### src/rtl/mul_div_unit_if.sv
`default_nettype none
// ============================================================================
// Module   : mul_div_unit_if
// Brief    : Request/result bundle between the issue logic and mul_div_unit.
// Revision : 1.0 - initial release
// ============================================================================
interface mul_div_unit_if #(
  parameter int WIDTH = 16
);
  logic             start;
  logic [1:0]       op;
  logic [WIDTH-1:0] a;
  logic [WIDTH-1:0] b;
  logic [3:0]       rd_in;
  logic             busy;
  logic             done;
  logic [WIDTH-1:0] result;
  logic [3:0]       rd_out;
  logic             wr_out;
  logic             dz;

  modport master (
    output start, op, a, b, rd_in,
    input  busy, done, result, rd_out, wr_out, dz
  );

  modport slave (
    input  start, op, a, b, rd_in,
    output busy, done, result, rd_out, wr_out, dz
  );
endinterface
`default_nettype wire

### src/rtl/mul_div_unit.sv
`default_nettype none
// ============================================================================
// Module   : mul_div_unit
// Brief    : Iterative unsigned MUL/MULH/DIVU/REMU, one bit per cycle.
// Revision : 1.0 - initial release
// ============================================================================
module mul_div_unit #(
  parameter int WIDTH = 16
) (
  input  wire logic      clk,
  input  wire logic      rst,
  mul_div_unit_if.slave  bus
);

  localparam int CNT_W = $clog2(WIDTH);

  typedef enum logic [1:0] {
    IDLE = 2'd0,
    RUN  = 2'd1,
    DONE = 2'd2
  } state_t;

  state_t           r_state;
  state_t           w_state_nxt;
  logic [CNT_W-1:0] r_cnt;
  logic [1:0]       r_op;
  logic [WIDTH-1:0] r_b;
  logic [WIDTH-1:0] r_hi;
  logic [WIDTH-1:0] r_lo;
  logic [3:0]       r_rd;
  logic [WIDTH-1:0] r_result;
  logic [3:0]       r_rd_out;
  logic             r_dz;

  logic             w_last;
  logic [WIDTH:0]   w_sum;
  logic [WIDTH:0]   w_shift;
  logic [WIDTH:0]   w_diff;
  logic [WIDTH-1:0] w_hi_nxt;
  logic [WIDTH-1:0] w_lo_nxt;
  logic [WIDTH-1:0] w_result_nxt;

  assign w_last = (r_state == RUN) && (r_cnt == CNT_W'(WIDTH - 1));

  always_ff @(posedge clk or negedge rst) begin
    if (!rst) begin
      r_state <= IDLE;
    end else begin
      r_state <= w_state_nxt;
    end
  end

  always_comb begin
    w_state_nxt = r_state;
    case (r_state)
      IDLE:    if (bus.start) w_state_nxt = RUN;
      RUN:     if (w_last)    w_state_nxt = DONE;
      DONE:                   w_state_nxt = IDLE;
      default:                w_state_nxt = IDLE;
    endcase
  end

  // hi/lo form one 2*WIDTH register: product {hi,lo} for multiply,
  // {remainder,quotient} for divide (lo starts as the dividend).
  always_comb begin
    w_sum    = {1'b0, r_hi} + {1'b0, (r_lo[0] ? r_b : {WIDTH{1'b0}})};
    w_shift  = {r_hi, r_lo[WIDTH-1]};
    w_diff   = w_shift - {1'b0, r_b};
    w_hi_nxt = r_hi;
    w_lo_nxt = r_lo;
    if (!r_op[1]) begin
      w_hi_nxt = w_sum[WIDTH:1];
      w_lo_nxt = {w_sum[0], r_lo[WIDTH-1:1]};
    end else if (!w_diff[WIDTH]) begin
      // A zero divisor always subtracts, giving all-ones quotient and rem = a
      w_hi_nxt = w_diff[WIDTH-1:0];
      w_lo_nxt = {r_lo[WIDTH-2:0], 1'b1};
    end else begin
      w_hi_nxt = w_shift[WIDTH-1:0];
      w_lo_nxt = {r_lo[WIDTH-2:0], 1'b0};
    end
    w_result_nxt = r_op[0] ? w_hi_nxt : w_lo_nxt;
  end

  always_ff @(posedge clk or negedge rst) begin
    if (!rst) begin
      r_cnt    <= '0;
      r_op     <= '0;
      r_b      <= '0;
      r_hi     <= '0;
      r_lo     <= '0;
      r_rd     <= '0;
      r_result <= '0;
      r_rd_out <= '0;
      r_dz     <= 1'b0;
    end else if ((r_state == IDLE) && bus.start) begin
      r_op  <= bus.op;
      r_b   <= bus.b;
      r_rd  <= bus.rd_in;
      r_hi  <= '0;
      r_lo  <= bus.a;
      r_cnt <= '0;
    end else if (r_state == RUN) begin
      r_hi  <= w_hi_nxt;
      r_lo  <= w_lo_nxt;
      r_cnt <= r_cnt + CNT_W'(1);
      if (w_last) begin
        r_result <= w_result_nxt;
        r_rd_out <= r_rd;
        r_dz     <= r_op[1] && (r_b == '0);
      end
    end
  end

  assign bus.busy   = (r_state == RUN);
  assign bus.done   = (r_state == DONE);
  assign bus.wr_out = (r_state == DONE);
  assign bus.result = r_result;
  assign bus.rd_out = r_rd_out;
  assign bus.dz     = r_dz;

endmodule
`default_nettype wire

### src/flat_wrapper.sv
// flat-port wrapper written by rule: the top's interface ports become plain ports
module mul_div_unit_flat 
#(
  parameter int WIDTH = 16
)
  (clk, rst, bus_start, bus_op, bus_a, bus_b, bus_rd_in, bus_busy, bus_done, bus_result, bus_rd_out, bus_wr_out, bus_dz);
  mul_div_unit_if #(.WIDTH(WIDTH)) bus_i ();
  input  wire logic clk;
  input  wire logic rst;
  input wire logic [$bits(bus_i.start)-1:0] bus_start;
  input wire logic [$bits(bus_i.op)-1:0] bus_op;
  input wire logic [$bits(bus_i.a)-1:0] bus_a;
  input wire logic [$bits(bus_i.b)-1:0] bus_b;
  input wire logic [$bits(bus_i.rd_in)-1:0] bus_rd_in;
  output wire logic [$bits(bus_i.busy)-1:0] bus_busy;
  output wire logic [$bits(bus_i.done)-1:0] bus_done;
  output wire logic [$bits(bus_i.result)-1:0] bus_result;
  output wire logic [$bits(bus_i.rd_out)-1:0] bus_rd_out;
  output wire logic [$bits(bus_i.wr_out)-1:0] bus_wr_out;
  output wire logic [$bits(bus_i.dz)-1:0] bus_dz;
  assign bus_i.start = bus_start;
  assign bus_i.op = bus_op;
  assign bus_i.a = bus_a;
  assign bus_i.b = bus_b;
  assign bus_i.rd_in = bus_rd_in;
  assign bus_busy = bus_i.busy;
  assign bus_done = bus_i.done;
  assign bus_result = bus_i.result;
  assign bus_rd_out = bus_i.rd_out;
  assign bus_wr_out = bus_i.wr_out;
  assign bus_dz = bus_i.dz;
  mul_div_unit #(.WIDTH(WIDTH)) u_core (.clk(clk), .rst(rst), .bus(bus_i));
endmodule
### config.mk
export PLATFORM = sky130hd
export DESIGN_NAME = mul_div_unit_flat
export DESIGN_NICKNAME = d
export VERILOG_FILES = /design/src/rtl/mul_div_unit_if.sv /design/src/rtl/mul_div_unit.sv /design/src/flat_wrapper.sv
export SDC_FILE = /design/constraint.sdc
export NUM_CORES = 1
export LEC_CHECK = 0
export ABC_AREA = 0
export CAP_MARGIN = 0
export CORE_MARGIN = 3
export CORE_UTILIZATION = 60
export CTS_CLUSTER_SIZE = 28
export DETAILED_ROUTE_END_ITERATION = 8
export PLACE_DENSITY = 0.85
export SYNTH_ARGS = -nofsm -noshare
export SYNTH_HDL_FRONTEND = slang
export SYNTH_SLANG_ARGS = --single-unit
export TNS_END_PERCENT = 10
### constraint.sdc
create_clock -name clk -period 5.1 [get_ports clk]
set_input_delay 1.02 -clock clk [delete_from_list [all_inputs] [get_ports clk]]
set_output_delay 1.02 -clock clk [all_outputs]
set_load 0.1 [all_outputs]
==> summary by stage, run 1 <==
Status
The run finished with clean final reports.

Worst hold path
The type of the tightest min-delay check is flop to flop.

GRT
The via count of the first global-routing pass is 5206. Entering global routing, the biggest net connects 82 pins. The total track usage is 31.1%.

The first global-routing pass estimated 25700 um of wire. The total congestion overflow is 0. The initial antenna violation count was 0.

STA
The fmax is 243 MHz. The total negative setup slack is 0 ns. The total setup violations reported at the end of the flow is 0. The clock arrives with 0.00829 ns of skew. The pin slew with the least headroom to its limit is 1.10 ns. The time the final worst path needs with I/O delays and setup is 4.12 ns. The hold violation total from the final report came to 0.

The max-slew violation count came to 0. The post-route fraction of the period consumed by the critical path is 80.7%. The worst-case headroom to the max-slew limit is 27.0%. The smallest hold slack is 0.477 ns.

Setup repair after global routing left no endpoint under its margin.

Synth
The synthesized instance count is 680. Counting flops and latches in the post-synthesis netlist gives 81. The most used flip-flop cell after synthesis is dfrtp_1.

In this run, distinct cell masters in the synthesized netlist total 64. The share of the synthesized area in the top cell type is 35.7%. Synthesis produced a netlist with a net count of 756. During synthesis, Yosys emitted a total of 0 warnings.

After synthesis the cells add up to 5680 um2. The number of enable-type register cells in the synthesized netlist is 0. By area the synthesized netlist is led by dfrtp_1, ha_1, nand2_1, o21ai_0, a21oi_1.

The fraction of registers with async set or reset after synthesis is 100%. The cell type contributing the most total cell area after synthesis is dfrtp_1. A synthesized cell averages 8.35 um2.

After synthesis, flip-flops and latches occupy 35.7% of the total area.

Routing
The count of vias placed by the detailed router is 5376. For this run, the detailed router's first-pass iteration total came to 5. After detailed routing, the number of vias per cell comes to 6.47. The routed length per instance is 19.4 um. The count of nets left with antenna violations once routing finished came out at 0. For this block, the initial DRC count from the detailed router was 517. After detailed routing, the total wire length is 16100 um. For this run, design rule violations remaining after detail routing come to 0.

Floorplan
The die span in y is 103 um. The floorplan has 34 rows. The core region is 8930 um2. The top-level I/O count is 65. The floorplan step defined a die boundary enclosing 10700 um2. The floorplan step set the die width to 103 um. The effective utilization at floorplan is 63.5%.

Critical path
The number of buffers and inverters on the critical path is 2. The kind of cell adding the most delay to the critical path is buffers and inverters. The required time at the endpoint of the critical path is 4.08 ns. Across all register-to-register paths, the minimum setup slack is 1.43 ns. The worst setup path is launched from a flop.

In this run the worst path has a maximum fanout of 19. The data arrival at the endpoint of the critical path is 3.10 ns. The critical path is of the flop to output port type. Among all stages on the critical path, the largest delay is contributed by clkdlybuf4s50_1. Traced cell by cell, the critical path runs through nand2b_1 > inv_1 > clkdlybuf4s50_1. The largest single stage delay on the critical path is 1.22 ns. The worst setup path is captured at an output port.

Finish
The area growth from synthesis to layout is 14.4%. The layout has 703 filler cells. The finished layout holds 831 standard cells, fillers aside. The number of nets in the finished design is 794. Of the cells placed in the final design, the portion with a size suffix greater than 1 is 5.53%. The antenna diode count is 0.

Flow run
The number of max-capacitance violations reported is 0.

Place
The HPWL after detailed placement is 11800 um. The congestion estimate from routability-driven global placement came to 0.998. The count of buffers from port buffering is 64. The number of instances in the placed design is 815.

Clock tree
The number of gates given a new drive strength after cts is 0. Once the clock tree was built, the setup fixing pass inserted 0 buffers. The cell at the root of the clock tree is clkbuf_8. Clock-pin slew was measured on the worst setup and hold paths at 0.09 ns. The cts-stage hold buffer count is 0. Counting the buffers created by CTS gives 9. In this run the deepest clock path goes through 2 buffers. The number of sinks handled by clock tree synthesis is 81. In this run the number of H-tree levels came out at 3. The TritonCTS clock tree is done. The insertion delay of the later-clocked pin in the worst-skew pair is 0.36 ns.
flip-flops by register name, indices dropped and copies added (netlist names):
name and count:
u_core.bus.rd_out 4, u_core.r_b 16, u_core.r_rd 4, u_core.r_lo 16
u_core.r_op 2, u_core.bus.result 16, u_core.r_cnt 4, u_core.bus.dz 1
u_core.r_state 2, u_core.r_hi 16
through the flow:
step | setup WS [ns] | area (um2) | util, %
after CTS | 1.05 | 6490 | 72.7
after global placement | 1.50 | 6310 | 70.7
after floorplan | 1.48 | 5680 | -
final | 0.983 | 6490 | 72.7
after detailed placement | 1.44 | 6310 | 70.7
after global routing | 0.841 | 6490 | 72.7
layer usage:
layer  vias to the layer above  GRT usage (%)  part of all wire [%]
met4                         0           12.3                   3.0
li1                       2546              -                     -
met1                      2547           42.5                    43
met5                         -              0                     0
met2                       238           49.6                    47
met3                        45           5.10                   7.0
synth_stat cells, types with 3 or more instances:
library cell  instances
o41ai_1               4
a21oi_1              40
and2_1               17
xor2_1               10
buf_2                 5
nor2b_1              15
o22ai_1               6
and3_1                4
dfrtp_1              81
nand3_1              15
or2_2                 5
nor3_1               20
o21ai_0              66
a21o_1               10
a22o_1                5
o21ai_1               3
a2111oi_0             3
a31oi_1               5
mux2i_1              10
a211oi_1             11
nor4_1                4
clkbuf_1             32
o2111ai_1             3
nand2b_1              7
inv_1                30
nand2_1             103
nand4_1               8
mux2_2                7
o31ai_1              19
ha_1                 33
xnor2_1               9
nor2_1               30
o211ai_1              3
o21a_1                6
and4_1                3
a22oi_1               8
final timing paths:
check | startpoint | end | depth (start not counted)
max | u_core.r_state[1] | bus_busy | 3
min in group asynchronous | rst | u_core.r_b[2] | 1
min | u_core.r_rd[0] | u_core.bus.rd_out[0] | 2
min reg2reg | u_core.r_rd[0] | u_core.bus.rd_out[0] | 2
max reg2reg | u_core.r_lo[0] | u_core.bus.result[9] | 10
max in group asynchronous | rst | u_core.r_b[15] | 1
cells by family after synthesis:
| group | count (synthesis) | share of synthesized area [%] |
|---|---|---|
| xor gates and xnor gates | 19 | 2.93 |
| DFF | 81 | 35.7 |
| adders and majority gates | 35 | 7.98 |
| muxes | 17 | 3.15 |
| buffers and inverters | 72 | 5.11 |
| AOI/OAI and AO/OA | 218 | 25.1 |
| and+or+nand+nor | 238 | 20.0 |
placed cells by master, fill, tap and decap left out, types with 5 or more instances in the layout:
cell type,instances
ha_1,33
a21o_1,10
nand3_1,15
or2_2,5
o21a_1,6
a22o_1,5
clkbuf_8,10
buf_4,6
nor3_1,20
xor2_1,10
a21oi_1,40
o31ai_1,19
nand2_1,103
clkdlybuf4s50_1,63
nor2_1,30
xnor2_1,9
o22ai_1,6
dfrtp_1,81
a211oi_1,11
mux2_2,7
nand2b_1,7
a31oi_1,5
inv_1,30
a22oi_1,8
and2_1,17
nand4_1,8
o21ai_0,66
nor2b_1,15
mux2i_1,10
area by class of cell:
type                    count  area (um2)  area share, %
flip-flops and latches     81        2030           31.2
well taps                 108         135           2.08
inverters                  30         113           1.73
clock buffers              10         138           2.12
clock inverters             6        42.5          0.655
repair buffers             69         676           10.4
multi-input cells         527        3360           51.8
worst reg2reg max path, delay by kind of cell, from the launching register on:
family                   cells  cell delay, ns
AO/OA/AOI/OAI                6            1.96
adder cells (fa/ha/maj)      2            0.61
flip-flops                   1            0.59
multiplexers                 1            0.15
AND/OR/NAND/NOR              1            0.25
Power of run 1 is not shown: default switching activity piles up to over one toggle a cycle in this logic, so the estimate is an artifact.
==> run 2: changes to the inputs <==
--- a/config.mk
+++ b/config.mk
@@ -8,10 +8,10 @@
 export ABC_AREA = 0
 export CAP_MARGIN = 0
 export CORE_MARGIN = 3
-export CORE_UTILIZATION = 60
+export CORE_UTILIZATION = 52
 export CTS_CLUSTER_SIZE = 28
 export DETAILED_ROUTE_END_ITERATION = 8
-export PLACE_DENSITY = 0.85
+export PLACE_DENSITY = 0.78
 export SYNTH_ARGS = -nofsm -noshare
 export SYNTH_HDL_FRONTEND = slang
 export SYNTH_SLANG_ARGS = --single-unit
==> constraint.sdc (replaced) <==
create_clock -name clk -period 3.4 [get_ports clk]
set_input_delay 0.68 -clock clk [delete_from_list [all_inputs] [get_ports clk]]
set_output_delay 0.68 -clock clk [all_outputs]
set_load 0.1 [all_outputs]
==> run 2 against run 1 <==
Against the previous run:
- setup slack got worse by 0.82 ns
- non-clock buffer count increased by 12
- first-iteration DRC count increased by 11%
- clock-buffer cell count decreased by 1
- final cell count increased by 4.8%
- sequential share of layout area decreased by 0.56 points
- clock skew increased by 0.0053 ns
- critical path depth increased by 8
- sequential cell count unchanged
- wire length increased by 2.9%
- die area increased by 14%
- critical path type is now flop to flop
- critical endpoint is now u_core.bus.result[12]
==> summary by stage, run 2 (synthesis gave the netlist of run 1 again) <==
Floorplan
The top-level I/O count is 65 (unchanged). The x dimension of the die came to 110 um (+7.0%). The core area is 10500 um2 (+17%). The effective utilization at floorplan was 54.3% (-9.3 points). The number of cell rows is 37 (+8.8%). The die span in y is 110 um (+7.0%). The die footprint is 12200 um2 (+14%).

Place
The count of buffers from port buffering is 64 (unchanged). The HPWL after detailed placement is 12300 um (+4.9%). The cell area reported after detailed placement came to 6400 um2 (+1.3%). The placer's final routability congestion estimate was 1.04 (+4.4%).

The number of instances in the placed design is 855 (+4.9%).

Critical path
The startpoint kind of the worst setup timing path is a flop. The data arrival at the endpoint of the critical path is 3.49 ns (+0.39 ns). The required time at the endpoint of the critical path was 3.66 ns (-0.42 ns).

The element type at the critical path end is a flop. The worst-path maximum fanout is 15 (-4). The critical path is of the flop to flop type. The reg-to-reg critical path startpoint is u_core.r_lo[0].

The cell count of the worst reg-to-reg path is 11 (+1). The flop-to-flop setup slack is 0.17 ns (-1.26 ns). The endpoint identified for the worst register-to-register timing path is u_core.bus.result[12].

Routing
The routed length per instance was 19.0 um (-1.9%). The final antenna-violating net count came to 0 (unchanged). The number of violations reported at the end of detailed-routing iteration 0 is 576 (+11%).

The number of iterations in the first detailed-routing pass came to 7 (+2). The number of remaining DRC errors was 0 (unchanged). The total wire length after detailed routing is 16600 um (+2.9%).

The count of vias placed by the detailed router is 5360 (-0.30%). The via density per instance is 6.15 (-4.9%).

STA
The post-route fraction of the period consumed by the critical path is 95.1%. After layout, the minimum clock period comes to 3.23 ns. The total negative setup slack is 0 ns (unchanged). Setup repair after global routing left no endpoint under its margin.

The setup clock skew after layout came to 0.0135 ns (+0.00526 ns). The total setup violations reported at the end of the flow is 0 (unchanged). The hold violation total from the final report was 0 (unchanged).

The smallest hold slack came to 0.469 ns (-0.00739 ns). The fmax is 309 MHz. The worst-case headroom to the max-slew limit is 29.8% (+2.8 points). The pin slew with the least headroom to its limit is 1.05 ns (-0.0414 ns). The max-slew violation count was 0 (unchanged).

Status
The run finished with clean final reports.

GRT
The largest net degree at the start of global routing is 82 (unchanged). The via count of the first global-routing pass came to 5244 (+0.73%). The total track usage was 26.9% (-4.2 points). The total congestion overflow is 0 (unchanged).

The first-pass GRT wire length is 26900 um (+5.0%). The initial antenna violation count is 0 (unchanged).

Clock tree
The number of gates given a new drive strength after cts was 0 (unchanged). The total number of H-tree levels is 3 (unchanged). The cell at the root of the clock tree is clkbuf_8. The cts-stage hold buffer count was 0 (unchanged). The insertion delay of the later-clocked pin in the worst-skew pair is 0.37 ns (about the same). The buffers inserted during post-CTS setup optimization is 0 (unchanged). The TritonCTS clock tree is done.

The number of buffers between clock root and the deepest sink is 2 (unchanged). The clock input transition at the sequential cells of the worst setup and hold paths is 0.10 ns (about the same). The number of sinks handled by clock tree synthesis is 81 (unchanged). The total clock buffers created by CTS is 9 (unchanged).

Worst hold path
The number of cells on the worst hold path is 2 (unchanged). The path class of the tightest hold or removal check is flop to flop. The startpoint identified for the worst hold timing path is u_core.r_rd[0]. The capture endpoint of the worst hold path is u_core.bus.rd_out[0].

Flow run
The number of max-capacitance violations reported came to 0 (unchanged).

Finish
In the layout the commonest cells are nand2_1, dfrtp_1, o21ai_0. Leaving out fill and tap cells, the most frequent cell in the layout is nand2_1. The final cell area excluding filler cells is 6610 um2 (+1.8%). The number of fill cells is 906 (+29%). The final cell count without fillers is 871 (+4.8%). The number of nets in the finished design is 806 (+1.5%). The share of post-route cells with drive strength above 1 is 9.39% (+3.9 points). Compared with the post-synthesis result, the final layout area differs by 16.5%. The antenna diode count was 0 (unchanged).
==> run 2: cell types whose count changed in the layout (fill, tap and decap cells not counted), moves of 2 or more <==
cell,before,now
buf_4,6,34
clkdlybuf4s50_1,63,47
clkinv_2,2,0
inv_6,1,3
==> run 2: how the worst max path moves through the flow <==
stage	from	endpoint	slack, ns	cells past startpoint
6_report	u_core.r_lo[0]	u_core.bus.result[12]	0.17	11
3_5_place_dp	u_core.r_lo[0]	u_core.bus.result[9]	0.20	10
3_3_place_gp	u_core.r_lo[0]	u_core.bus.result[9]	0.33	10
2_1_floorplan	u_core.r_state[0]	bus_wr_out	0.12	4
4_1_cts	u_core.r_lo[0]	u_core.bus.result[9]	0.16	10
5_1_grt	u_core.r_b[10]	u_core.r_hi[3]	0.03	10
==> run 2: through the flow <==
stage | setup WS (ns) | utilization, %
2_1_floorplan | 0.124 | -
3_3_place_gp | 0.331 | 61.2
4_1_cts | 0.160 | 63.1
5_1_grt | 0.0319 | 63.2
6_report | 0.166 | 63.2
3_5_place_dp | 0.200 | 61.2
==> run 2: final cells by class <==
class | count | area, um2 | share of cell area, %
sequential | 81 | 2030 | 30.7
inverter | 30 | 113 | 1.70
clock buffer | 9 | 124 | 1.87
tap | 136 | 170 | 2.57
timing repair buffer | 81 | 726 | 11.0
multi-input combinational | 527 | 3370 | 51.0
clock inverter | 7 | 82.6 | 1.25
==> run 2: worst max-delay path, cell delays in order, from the launching register on <==
cell and delay (ns):
dfrtp_1 0.44, buf_4 0.20, and2_1 0.18, ha_1 0.29, a21oi_1 0.22, o2111ai_1 0.25, nor3b_1 0.23, o21a_1 0.18
or4_1 0.46, a21oi_1 0.19, a31oi_1 0.11, a221o_1 0.37
==> run 2: routing by layer <==
layer | up-vias | track usage, % | routed length [um]
li1 | 2561 | - | -
met1 | 2562 | 37.7 | 7500
met2 | 214 | 43.1 | 7650
met3 | 23 | 4.05 | 1110
met4 | 0 | 8.29 | 295
met5 | - | 0 | 0
Power of run 2 is left out for the same reason.
